**src/rtl/triangle_check_master.sv**
```systemverilog
// triangle_check_master: Avalon-MM master that writes side lengths A/B/C to
// the triangle-check slave (addr 0/1/2), reads the verdict (addr 3) and
// streams it out with an error flag; keeps running verdict counters.
// Ports:
//   clk, reset_n                    clock, async active-low reset
//   in_valid/in_ready, in_a/b/c     input triplet stream
//   avm_address/read/write/
//     writedata/waitrequest/readdata Avalon-MM master port
//   out_valid/out_ready,
//     out_is_triangle/out_error     verdict stream
//   total_count, tri_count, busy    status
module triangle_check_master #(
    parameter int READ_LATENCY  = 1,
    parameter int SETTLE_CYCLES = 0,
    parameter int TIMEOUT       = 1024
) (
    input  logic        clk,
    input  logic        reset_n,
    input  logic        in_valid,
    output logic        in_ready,
    input  logic [31:0] in_a,
    input  logic [31:0] in_b,
    input  logic [31:0] in_c,
    output logic [1:0]  avm_address,
    output logic        avm_read,
    output logic        avm_write,
    output logic [31:0] avm_writedata,
    input  logic        avm_waitrequest,
    input  logic [31:0] avm_readdata,
    output logic        out_valid,
    input  logic        out_ready,
    output logic        out_is_triangle,
    output logic        out_error,
    output logic [31:0] total_count,
    output logic [31:0] tri_count,
    output logic        busy
);

    typedef enum logic [2:0] {
        IDLE, WR_A, WR_B, WR_C, SETTLE, RD_RES, RD_WAIT, OUT
    } state_t;

    localparam logic [3:0]  SETTLE_LAST = 4'(SETTLE_CYCLES - 1);
    localparam logic [3:0]  RD_LAST     = 4'(READ_LATENCY - 1);
    localparam logic [15:0] TO_LAST     = 16'(TIMEOUT - 1);

    state_t      state;
    state_t      nxt;
    logic [31:0] b_q;
    logic [31:0] c_q;
    logic [15:0] to_cnt;
    logic [3:0]  w_cnt;

    logic in_hs;
    logic out_hs;
    logic cmd_state;
    logic to_hit;
    logic sample;
    logic unused_rd;

    assign in_hs     = in_valid && in_ready;
    assign out_hs    = out_valid && out_ready;
    assign cmd_state = state inside {WR_A, WR_B, WR_C, RD_RES};
    assign unused_rd = ^avm_readdata[31:1];

    // Abort fires on the stalled cycle that brings the count to TIMEOUT;
    // a cycle with waitrequest low never aborts, so acceptance wins.
    assign to_hit = (TIMEOUT != 0) && cmd_state && avm_waitrequest &&
                    (to_cnt == TO_LAST);

    assign sample = (state == RD_RES && !avm_waitrequest &&
                     READ_LATENCY == 0) ||
                    (state == RD_WAIT && w_cnt == RD_LAST);

    always_comb begin
        nxt = state;
        unique case (state)
            IDLE:    if (in_hs) nxt = WR_A;
            WR_A:    if (!avm_waitrequest) nxt = WR_B;
                     else if (to_hit) nxt = OUT;
            WR_B:    if (!avm_waitrequest) nxt = WR_C;
                     else if (to_hit) nxt = OUT;
            WR_C:    if (!avm_waitrequest)
                         nxt = (SETTLE_CYCLES > 0) ? SETTLE : RD_RES;
                     else if (to_hit) nxt = OUT;
            SETTLE:  if (w_cnt == SETTLE_LAST) nxt = RD_RES;
            RD_RES:  if (!avm_waitrequest)
                         nxt = (READ_LATENCY == 0) ? OUT : RD_WAIT;
                     else if (to_hit) nxt = OUT;
            RD_WAIT: if (w_cnt == RD_LAST) nxt = OUT;
            OUT:     if (out_hs) nxt = IDLE;
            default: nxt = IDLE;
        endcase
    end

    // All outputs are registered from the next state, so nothing on the
    // input side reaches an output without passing a flop.
    always_ff @(posedge clk or negedge reset_n) begin
        if (!reset_n) begin
            state           <= IDLE;
            in_ready        <= 1'b0;
            busy            <= 1'b0;
            avm_read        <= 1'b0;
            avm_write       <= 1'b0;
            avm_address     <= 2'd0;
            avm_writedata   <= 32'd0;
            out_valid       <= 1'b0;
            out_is_triangle <= 1'b0;
            out_error       <= 1'b0;
            total_count     <= 32'd0;
            tri_count       <= 32'd0;
            b_q             <= 32'd0;
            c_q             <= 32'd0;
            to_cnt          <= 16'd0;
            w_cnt           <= 4'd0;
        end else begin
            state     <= nxt;
            in_ready  <= (nxt == IDLE);
            busy      <= (nxt != IDLE);
            avm_write <= nxt inside {WR_A, WR_B, WR_C};
            avm_read  <= (nxt == RD_RES);
            out_valid <= (nxt == OUT);

            unique case (nxt)
                WR_A: begin
                    avm_address   <= 2'd0;
                    avm_writedata <= in_hs ? in_a : avm_writedata;
                end
                WR_B: begin
                    avm_address   <= 2'd1;
                    avm_writedata <= b_q;
                end
                WR_C: begin
                    avm_address   <= 2'd2;
                    avm_writedata <= c_q;
                end
                RD_RES: begin
                    avm_address   <= 2'd3;
                    avm_writedata <= 32'd0;
                end
                default: begin
                    avm_address   <= 2'd0;
                    avm_writedata <= 32'd0;
                end
            endcase

            if (in_hs) begin
                b_q <= in_b;
                c_q <= in_c;
            end

            if (nxt != state) to_cnt <= 16'd0;
            else if (cmd_state && avm_waitrequest) to_cnt <= to_cnt + 16'd1;

            if (nxt != state) w_cnt <= 4'd0;
            else if (state == SETTLE || state == RD_WAIT) w_cnt <= w_cnt + 4'd1;

            if (sample) begin
                out_is_triangle <= avm_readdata[0];
                out_error       <= 1'b0;
            end else if (to_hit) begin
                out_is_triangle <= 1'b0;
                out_error       <= 1'b1;
            end else if (out_hs) begin
                out_is_triangle <= 1'b0;
                out_error       <= 1'b0;
            end

            if (out_hs) begin
                total_count <= total_count + 32'd1;
                tri_count   <= tri_count + {31'd0, out_is_triangle};
            end
        end
    end

endmodule

```
**config.mk**
```make
export PLATFORM = sky130hd
export DESIGN_NAME = triangle_check_master
export DESIGN_NICKNAME = d
export VERILOG_FILES = /design/src/rtl/triangle_check_master.sv
export SDC_FILE = /design/constraint.sdc
export NUM_CORES = 1
export LEC_CHECK = 0
export BUFFER_PORTS_ARGS = -buffer_cell sky130_fd_sc_hd__buf_2
export CAP_MARGIN = 0
export CORE_ASPECT_RATIO = 1.1
export CORE_MARGIN = 3
export CORE_UTILIZATION = 40
export CTS_CLUSTER_DIAMETER = 200
export DETAILED_ROUTE_END_ITERATION = 6
export HOLD_SLACK_MARGIN = 0.06
export SKIP_LAST_GASP = 1
export SLEW_MARGIN = 30
export SYNTH_ARGS = -nofsm -noshare
export SYNTH_HDL_FRONTEND = slang
export SYNTH_SLANG_ARGS = --single-unit
```
**constraint.sdc**
```tcl
create_clock -name clk -period 3.27 [get_ports clk]
set_input_delay 0.1635 -clock clk [delete_from_list [all_inputs] [get_ports clk]]
set_output_delay 0.1635 -clock clk [all_outputs]
set_load 0.005 [all_outputs]
```
After elaboration in Yosys (flattened, before gate mapping) --
Index checks and enable logic that the tools add are counted.
Operators by class: $add $sub $neg 4, equality and inequality tests 16, mux-type cells 22, reduce and logical (&&, ||, !) cells 15
Operator list (number):
- case mux 32 bit (3 select lines) | 1
- adder 32 x 1 -> 32 bit | 1
- adder 32 x 1 -> 32 bit (second input constant) | 1
- two-way mux 16 bit | 2
- two-way mux 32 bit | 1
- two-way mux 3 bit | 9
- case mux 3 bit (8 select lines) | 1
- equality test 3 bit (second input constant) | 6
- adder 16 x 1 -> 16 bit (second input constant) | 1
- equality test 16 x 10 -> 1 bit (second input constant) | 1
- equality test 3 x 2 -> 1 bit (second input constant) | 4
- nonzero test 3 bit | 3
- two-way mux 4 bit | 2
- equality test 3 x 1 -> 1 bit (second input constant) | 2
- zero test 3 bit | 2
- case mux 2 bit (3 select lines) | 1
- logical AND 1 bit | 5
- two-way mux 1 bit | 5
- adder 4 x 1 -> 4 bit (second input constant) | 1
- equality test 4 bit (second input constant) | 1
- zero test 4 bit | 1
- nonzero test 2 bit | 2
- nonzero test 4 bit | 1
- != test 3 bit | 1
- 2 further kinds | 2
Word-level totals: flip-flop bits (word level) 192, input bits 133, output and inout bits 105, word-level logic and storage cells 73

Logic depth before layout (Yosys ltp) --
Gate-level depths: netlist of run 1.
word-level depth 9, gate-level depth with buffers 10, gate-level depth less buffers 8

Worst setup path after synthesis of run 1 --
OpenSTA, ideal clock, no wires.
path kind flip-flop to flip-flop, start register state[1], end register avm_writedata[0], library setup time 0.121 ns, data arrival time 1.897 ns, required time 3.149 ns, path slack 1.253 ns, stages on the path, launching flop included 10, buffers on the path 3, period minus slack after synthesis 2.017 ns, cell sequence dfrtp_1 buf_4 and2b_1 a22o_1 buf_2 clkbuf_1 a22o_1 a211oi_1 o2bb2ai_1 a22o_1
On the way: word-level cells in the longest chain between the ends 9, elaborated cells on any way between the ends 26, those cells by class 11 x eq/ne; 11 x mux; 4 x reduce/logical
Ends and longest elaborated chain:
- start: declaration | RTL line 47 | state_t state;
- start signal: assignment | RTL line 117 | state <= nxt;
- equality test 3 x 1 -> 1 bit, or another cell as far along | RTL line 63, 77
- nonzero test 4 bit | RTL line 63 | assign cmd_state = state inside {WR_A, WR_B, WR_C, RD_RES};
- logical AND 1 bit (2 in series) | RTL line 68 | assign to_hit = (TIMEOUT != 0) && cmd_state && avm_waitrequest &&
- two-way mux 3 bit
- two-way mux 3 bit (on tied branches)
- case mux 3 bit (8 select lines) (*) | RTL line 77 | unique case (state)
- equality test 3 x 2 -> 1 bit / equality test 3 x 1 -> 1 bit (equally long branches) | RTL line 124 | unique case (nxt)
- case mux 32 bit (3 select lines) / != test 2 bit (equally long branches)
- end signal: assignment | RTL line 127 | avm_writedata <= in_hs ? in_a : avm_writedata;
- end signal: assignment | RTL line 131 | avm_writedata <= b_q;
- end signal: assignment | RTL line 135 | avm_writedata <= c_q;
- end: declaration | RTL line 27 | output logic [31:0] avm_writedata,
Mark *: on every way between the ends. The rest lies on a longest branch, timed or not. A chain may end at the register's enable or synchronous reset.

Final worst setup path of run 1 --
start register state[0], end register avm_writedata[6]
The elaborated chain is that of the path after synthesis.

==> results of run 1 <==
area by class of cell:
cell class	count	area [sq um]	area share, %
clock buffers	19	443	3.72
flip-flops and latches	192	4800	40.3
diodes	2	5.00	0.0420
well taps	295	369	3.10
inverters	13	48.8	0.410
repair buffers	295	1890	15.8
clock inverters	13	136	1.15
multi-input cells	566	4220	35.4
cells in the final DEF (no fill, tap or decap), types with 4 or more instances in the layout:
cell type / synthesis / routed
a211oi_1: 33 / 33
a21oi_1: 35 / 35
a22o_1: 65 / 65
and2_1: 7 / 6
and3_1: 13 / 12
and4_1: 6 / 6
buf_2: 19 / 205
buf_4: 7 / 22
clkbuf_16: 0 / 17
clkinv_2: 0 / 5
dfrtp_1: 192 / 192
dlygate4sd3_1: 0 / 66
ha_1: 6 / 6
inv_1: 12 / 12
mux2_2: 64 / 64
nand2_1: 50 / 50
nand3_1: 64 / 64
nand4_1: 15 / 15
nor2_1: 42 / 42
nor2b_1: 4 / 4
nor3_1: 4 / 4
o21ai_1: 4 / 4
o2bb2ai_1: 34 / 33
xnor2_1: 56 / 56
xor2_1: 23 / 23
flip-flops by register name, indices dropped and copies added, names as in the netlist:
name             flops
avm_address          2
avm_read             1
avm_write            1
avm_writedata       32
b_q                 32
busy                 1
c_q                 32
in_ready             1
out_error            1
out_is_triangle      1
out_valid            1
state                3
to_cnt              16
total_count         32
tri_count           32
w_cnt                4
power groups by stage:
stage	combinational, W	clock (W)	sequential (W)
2_1_floorplan	0.00156	0	0.00318
6_report	0.00223	0.00208	0.00325
3_3_place_gp	0.00214	0	0.00327
5_1_grt	0.00245	0.00224	0.00333
3_5_place_dp	0.00217	0	0.00330
4_1_cts	0.00224	0.00213	0.00325
worst register-to-register path: cells and delay by family (launching register included):
family	cells	cell delay (ps)
AND/OR/NAND/NOR	3	840
buffers and inverters	1	400
AO/OA/AOI/OAI	3	1100
flip-flops	1	490
metal layers:
metal  share of wire, %  vias up  wire (um)
li1                   -     3524          -
met3                7.8       37       1940
met1                 45     3651      11000
met2                 46      256      11300
met5              0.085        -         21
met4                1.6        4        404
how the worst min path moves through the flow:
stage | endpoint | slack [ps]
floorplan | avm_address[0] | -130
global placement | total_count[10] | 160
detailed placement | total_count[11] | 160
CTS | total_count[0] | 180
global route | total_count[0] | 220
finish | total_count[0] | 190
per-stage QoR:
step | power [W] | util [%]
after CTS | 0.00762 | 53.0
after detailed placement | 0.00546 | 47.5
after global placement | 0.00541 | 47.5
final | 0.00756 | 53.0
after global routing | 0.00802 | 53.0
after floorplan | 0.00475 | -
cells by family (layout without fill, tap and decap cells):
group	count (synthesis)	in the layout	share of synthesized area, %
AND/OR/NAND/NOR	225	225	12.4
other	0	2	0
AO/OA/AOI/OAI	191	191	16.3
flip-flops	192	192	51.7
multiplexers	65	65	7.87
buffers and inverters	65	340	3.37
adder cells (fa/ha/maj)	6	6	0.808
XOR/XNOR	79	79	7.45
==> results.sh, run 1 <==
export IMPL_ios=238
export IMPL_netlist_area_sq_um=9290
export IMPL_rsz0062_at_grt="false"
export IMPL_n_fill_cell=2029
export IMPL_holdWs_ps=194
export IMPL_via_count=7472
export IMPL_grt_use_total_pct=19.5
export IMPL_cts_clk_slew_worst_paths_ps=70
export IMPL_setup_worst_path_start_class="flip-flop"
export IMPL_setup_worst_path_end_class="flip-flop"
export IMPL_worst_r2r_endpoint="avm_writedata[6]"
export IMPL_synth_top_cells_by_count="dfrtp_1, a22o_1, mux2_2, nand3_1, xnor2_1"
export IMPL_grt_pass1_wl_um=39600
export IMPL_clock_root_buffer="clkbuf_16"
export IMPL_yosysUniqueCellTypes=52
export IMPL_fmax_mhz=346
export IMPL_cts_tree="built"
export IMPL_swShare_pct=33.3
export IMPL_synth_top_area_share_pct=51.7
export IMPL_rrSetupSlack_ps=380
export IMPL_ff2ff_path_depth=7
export IMPL_fin_nets=1224
export IMPL_dp_cells=1295
export IMPL_grt_overflow=0
export IMPL_required_ps=3640
export IMPL_cp_max_fo=19
export IMPL_synth_yosys_seq_area_share_pct=51.7
export IMPL_cts_setup_buffers=0
export IMPL_ctsResizeCount=0
export IMPL_p_switching_w=0.00252
export IMPL_relSlewSlack_pct=44.3
export IMPL_die_h_um=166
export IMPL_pwr_share_clk_pct=27.5
export IMPL_cts_buffers_inserted=17
export IMPL_yosys_top_cells_area="dfrtp_1, mux2_2, a22o_1"
export IMPL_setup_ws_ps=381
export IMPL_grt_pass1_vias=7689
export IMPL_die_x_um=151
export IMPL_met2_usage_pct=30.8
export IMPL_synth_warnings=0
export IMPL_ir_worst_vdd_uv=399
export IMPL_grt_use_met3_pct=5.51
export IMPL_worst_slew_pin_slew_ps=835
export IMPL_dieArea_sq_um=25100
export IMPL_cts_hold_buf=66
export IMPL_hold_viol_final=0
export IMPL_setup_violations_final=0
export IMPL_clockBufferDepth=2
export IMPL_placed_area_sq_um=10700
export IMPL_async_flop_share_pct=100
export IMPL_first_pass_iters=5
export IMPL_crit_type="flip-flop to flip-flop"
export IMPL_ant_nets=0
export IMPL_place_ws_ps=384
export IMPL_cts_max_level=4
export IMPL_p_per_area_nw_per_um2=635
export IMPL_slew_violations=0
export IMPL_synth_largest_area_cell="dfrtp_1"
export IMPL_start_util_pct=41.3
export IMPL_port_buffers=206
export IMPL_synth_most_common_cell="dfrtp_1"
export IMPL_syn_avg_cell_area_sq_um=11.3
export IMPL_grt_max_degree=71
export IMPL_p_int_w=0.00504
export IMPL_syn_instance_count=823
export IMPL_crit_arrival_ps=3260
export IMPL_hold_class="input port to flip-flop"
export IMPL_cpPeakStageDelay_ps=660
export IMPL_hpwlAfterDp_um=16700
export IMPL_antenna_found_initial=4
export IMPL_period_share_pct=88.4
export IMPL_busiest_layer="met2"
export IMPL_hold_depth=3
export IMPL_syn_num_nets=962
export IMPL_drive_gt1_share_pct=31.6
export IMPL_fin_crit_ps=2890
export IMPL_rows=57
export IMPL_final_cell_area_sq_um=11900
export IMPL_wl_um=24700
export IMPL_synth_edff_count=0
export IMPL_crit_path_cell_trace="and2b_1, nor4b_2, o32a_4, nor2_4, o31ai_4, buf_4, a22o_1"
export IMPL_cp_top_family="compound AO/OA/AOI/OAI gates"
export IMPL_tns_ps=0
export IMPL_crit_slowest_cell="o31ai_4"
export IMPL_clock_sinks=192
export IMPL_ys_flop_type="dfrtp_1"
export IMPL_gp_congestion=0.780
export IMPL_reg2reg_from="state[0]"
export IMPL_syn2layout_area_growth_pct=28.3
export IMPL_drc=0
export IMPL_instances_no_fill=1395
export IMPL_cap_violations=0
export IMPL_synth_seq_cells=192
export IMPL_path_depth=7
export IMPL_worst_path_buf_inv=1
export IMPL_wl_per_cell_um=17.7
export IMPL_leakage_nw=5.59
export IMPL_hold_start="out_ready"
export IMPL_fin_worst_skew_ps=15.8
export IMPL_design_core_area_sq_um=22500
export IMPL_cp_endpoint="avm_writedata[6]"
export IMPL_worstSkewPairLatency_ps=440
export IMPL_vias_per_cell=5.36
export IMPL_drtIter0Drc=317
export IMPL_crit_start="state[0]"
export IMPL_p_comb_share_pct=29.5
export IMPL_seq_power_share_pct=43.0
export IMPL_outcome="complete, no violations"
export IMPL_grtUsageMet1_pct=26.3
Power figures use the tool's default switching activity.
==> inputs of run 2 (changes only) <==
--- a/config.mk
+++ b/config.mk
@@ -5,6 +5,7 @@
 export SDC_FILE = /design/constraint.sdc
 export NUM_CORES = 1
 export LEC_CHECK = 0
+export ABC_AREA = 1
 export BUFFER_PORTS_ARGS = -buffer_cell sky130_fd_sc_hd__buf_2
 export CAP_MARGIN = 0
 export CORE_ASPECT_RATIO = 1.1
==> results.sh, run 2 <==
export IMPL_worstSkewPairLatency_ps=430
export IMPL_rrSetupSlack_ps=740
export IMPL_post_route_util_pct=52.6
export IMPL_ir_worst_vdd_uv=664
export IMPL_syn_avg_cell_area_sq_um=8.36
export IMPL_wl_per_cell_um=15.0
export IMPL_gp_congestion=0.842
export IMPL_worst_slew_pin_slew_ps=816
export IMPL_fin_worst_skew_ps=9.80
export IMPL_rows=57
export IMPL_first_pass_iters=4
export IMPL_fmax_mhz=395
export IMPL_fin_crit_ps=2530
export IMPL_cts_tree="built"
export IMPL_n_fill_cell=2121
export IMPL_start_util_pct=41.2
export IMPL_hold_start="in_a[19]"
export IMPL_tns_ps=0
export IMPL_die_h_um=165
export IMPL_ff2ff_path_depth=12
export IMPL_grt_overflow=0
export IMPL_leakage_nw=6.18
export IMPL_syn_instance_count=1101
export IMPL_antenna_found_initial=6
export IMPL_setup_worst_path_start_class="flip-flop"
export IMPL_ant_nets=0
export IMPL_syn_num_nets=1240
export IMPL_synth_seq_cells=192
export IMPL_via_count=8256
export IMPL_ys_flop_type="dfrtp_1"
export IMPL_netlist_area_sq_um=9200
export IMPL_p_per_area_nw_per_um2=737
export IMPL_ctsResizeCount=0
export IMPL_drive_gt1_share_pct=19.9
export IMPL_grt_pass1_vias=8023
export IMPL_reg2reg_from="w_cnt[0]"
export IMPL_clock_root_buffer="clkbuf_16"
export IMPL_required_ps=3640
export IMPL_crit_type="flip-flop to flip-flop"
export IMPL_design_core_area_sq_um=22300
export IMPL_instances_no_fill=1660
export IMPL_cts_buffers_inserted=17
export IMPL_hpwlAfterDp_um=16200
export IMPL_cap_violations=0
export IMPL_synth_largest_area_cell="dfrtp_1"
export IMPL_setup_worst_path_end_class="flip-flop"
export IMPL_multi_input_area_sq_um=3890
export IMPL_synth_top_area_share_pct=52.2
export IMPL_synth_warnings=0
export IMPL_cts_max_level=4
export IMPL_die_x_um=151
export IMPL_hold_viol_final=0
export IMPL_async_flop_share_pct=100
export IMPL_wl_um=24900
export IMPL_hold_class="input port to flip-flop"
export IMPL_drtIter0Drc=419
export IMPL_holdPathEnd="avm_writedata[19]"
export IMPL_slew_violations=0
export IMPL_holdWs_ps=86.0
export IMPL_syn2layout_area_growth_pct=27.6
export IMPL_outcome="complete, no violations"
export IMPL_cp_max_fo=32
export IMPL_cts_hold_buf=66
export IMPL_synth_yosys_seq_area_share_pct=52.2
export IMPL_yosysUniqueCellTypes=32
export IMPL_port_buffers=206
export IMPL_final_common_cell="nand2_1"
export IMPL_cts_clk_slew_worst_paths_ps=70
export IMPL_clockBufferDepth=2
export IMPL_rsz0062_at_grt="false"
export IMPL_relSlewSlack_pct=45.6
export IMPL_grt_max_degree=101
export IMPL_register_area_sq_um=4800
export IMPL_ios=238
export IMPL_clock_sinks=192
export IMPL_dp_cells=1562
export IMPL_crit_arrival_ps=2900
export IMPL_period_share_pct=77.4
export IMPL_vias_per_cell=4.97
export IMPL_drc=0
export IMPL_final_cell_mix="nand2_1, buf_2, dfrtp_1, nand4_1, nor2_1"
export IMPL_synth_top_cells_by_count="nand2_1, dfrtp_1, nand4_1"
export IMPL_synth_most_common_cell="nand2_1"
export IMPL_worst_r2r_endpoint="avm_writedata[5]"
export IMPL_synth_edff_count=0
export IMPL_grt_use_total_pct=20.1
export IMPL_fin_nets=1491
export IMPL_cts_setup_buffers=0
export IMPL_yosys_top_cells_area="dfrtp_1, nand2_1, nand4_1"
export IMPL_hold_depth=5
export IMPL_setup_violations_final=0
export IMPL_dieArea_sq_um=24900
export IMPL_grt_pass1_wl_um=40200
-- run 2: final cells by class --
cell class              instances  share of cell area, %
flip-flops and latches        192                   40.9
diodes                          1                 0.0213
repair buffers                286                   15.7
clock buffers                  18                   3.74
inverters                      70                   2.24
multi-input cells             785                   33.1
well taps                     295                   3.14
clock inverters                13                   1.10
-- run 2: how the worst max path moves through the flow --
stage	from	endpoint	depth (start not counted)
6_report	w_cnt[0]	avm_writedata[5]	12
3_3_place_gp	w_cnt[0]	avm_writedata[5]	12
4_1_cts	w_cnt[0]	avm_writedata[7]	12
2_1_floorplan	out_is_triangle	tri_count[30]	10
5_1_grt	w_cnt[0]	avm_writedata[2]	12
3_5_place_dp	w_cnt[0]	avm_writedata[5]	12
-- run 2: logic make-up (layout without fill, tap and decap cells) --
kind of cell	count (synthesis)	in the layout	share of synthesized area [%]
AO/OA/AOI/OAI	23	23	1.35
other	0	1	0
XOR/XNOR	69	69	6.57
flip-flops	192	192	52.2
adder cells (fa/ha/maj)	6	6	0.816
AND/OR/NAND/NOR	687	687	33.4
buffers and inverters	124	387	5.67
-- run 2: report_power, final --
part / switching [W] / internal, W / total [W]
Combinational: 0.00225 / 0.000978 / 0.00323
Clock: 0.000948 / 0.00109 / 0.00203
Sequential: 0.000383 / 0.00300 / 0.00339
-- run 2: critical path, cell delays in order (launching register included) --
cell	delay (ps)
dfrtp_1	410
inv_1	60
ha_1	190
nor3b_1	130
nand3_1	130
inv_1	80
nor2_1	140
nand3_2	320
nand2_2	210
nor3_4	50
inv_2	520
nand2_1	140
nand2_1	80
-- run 2: routing by layer --
| layer | part of all wire, % | up-vias | global-route usage, % |
|---|---|---|---|
| li1 | - | 4111 | - |
| met1 | 46 | 3844 | 27.3 |
| met2 | 45 | 249 | 31.9 |
| met3 | 6.3 | 42 | 4.64 |
| met4 | 2.0 | 10 | 7.01 |
| met5 | 0.25 | - | 0 |
-- run 2: stage by stage --
stage	cell area, sq um	worst slack [ps]	total power [W]
after global routing	11700	413	0.00928
after floorplan	9200	1220	0.00544
after detailed placement	10500	687	0.00662
final	11700	738	0.00865
after global placement	10500	760	0.00657
after CTS	11700	689	0.00875
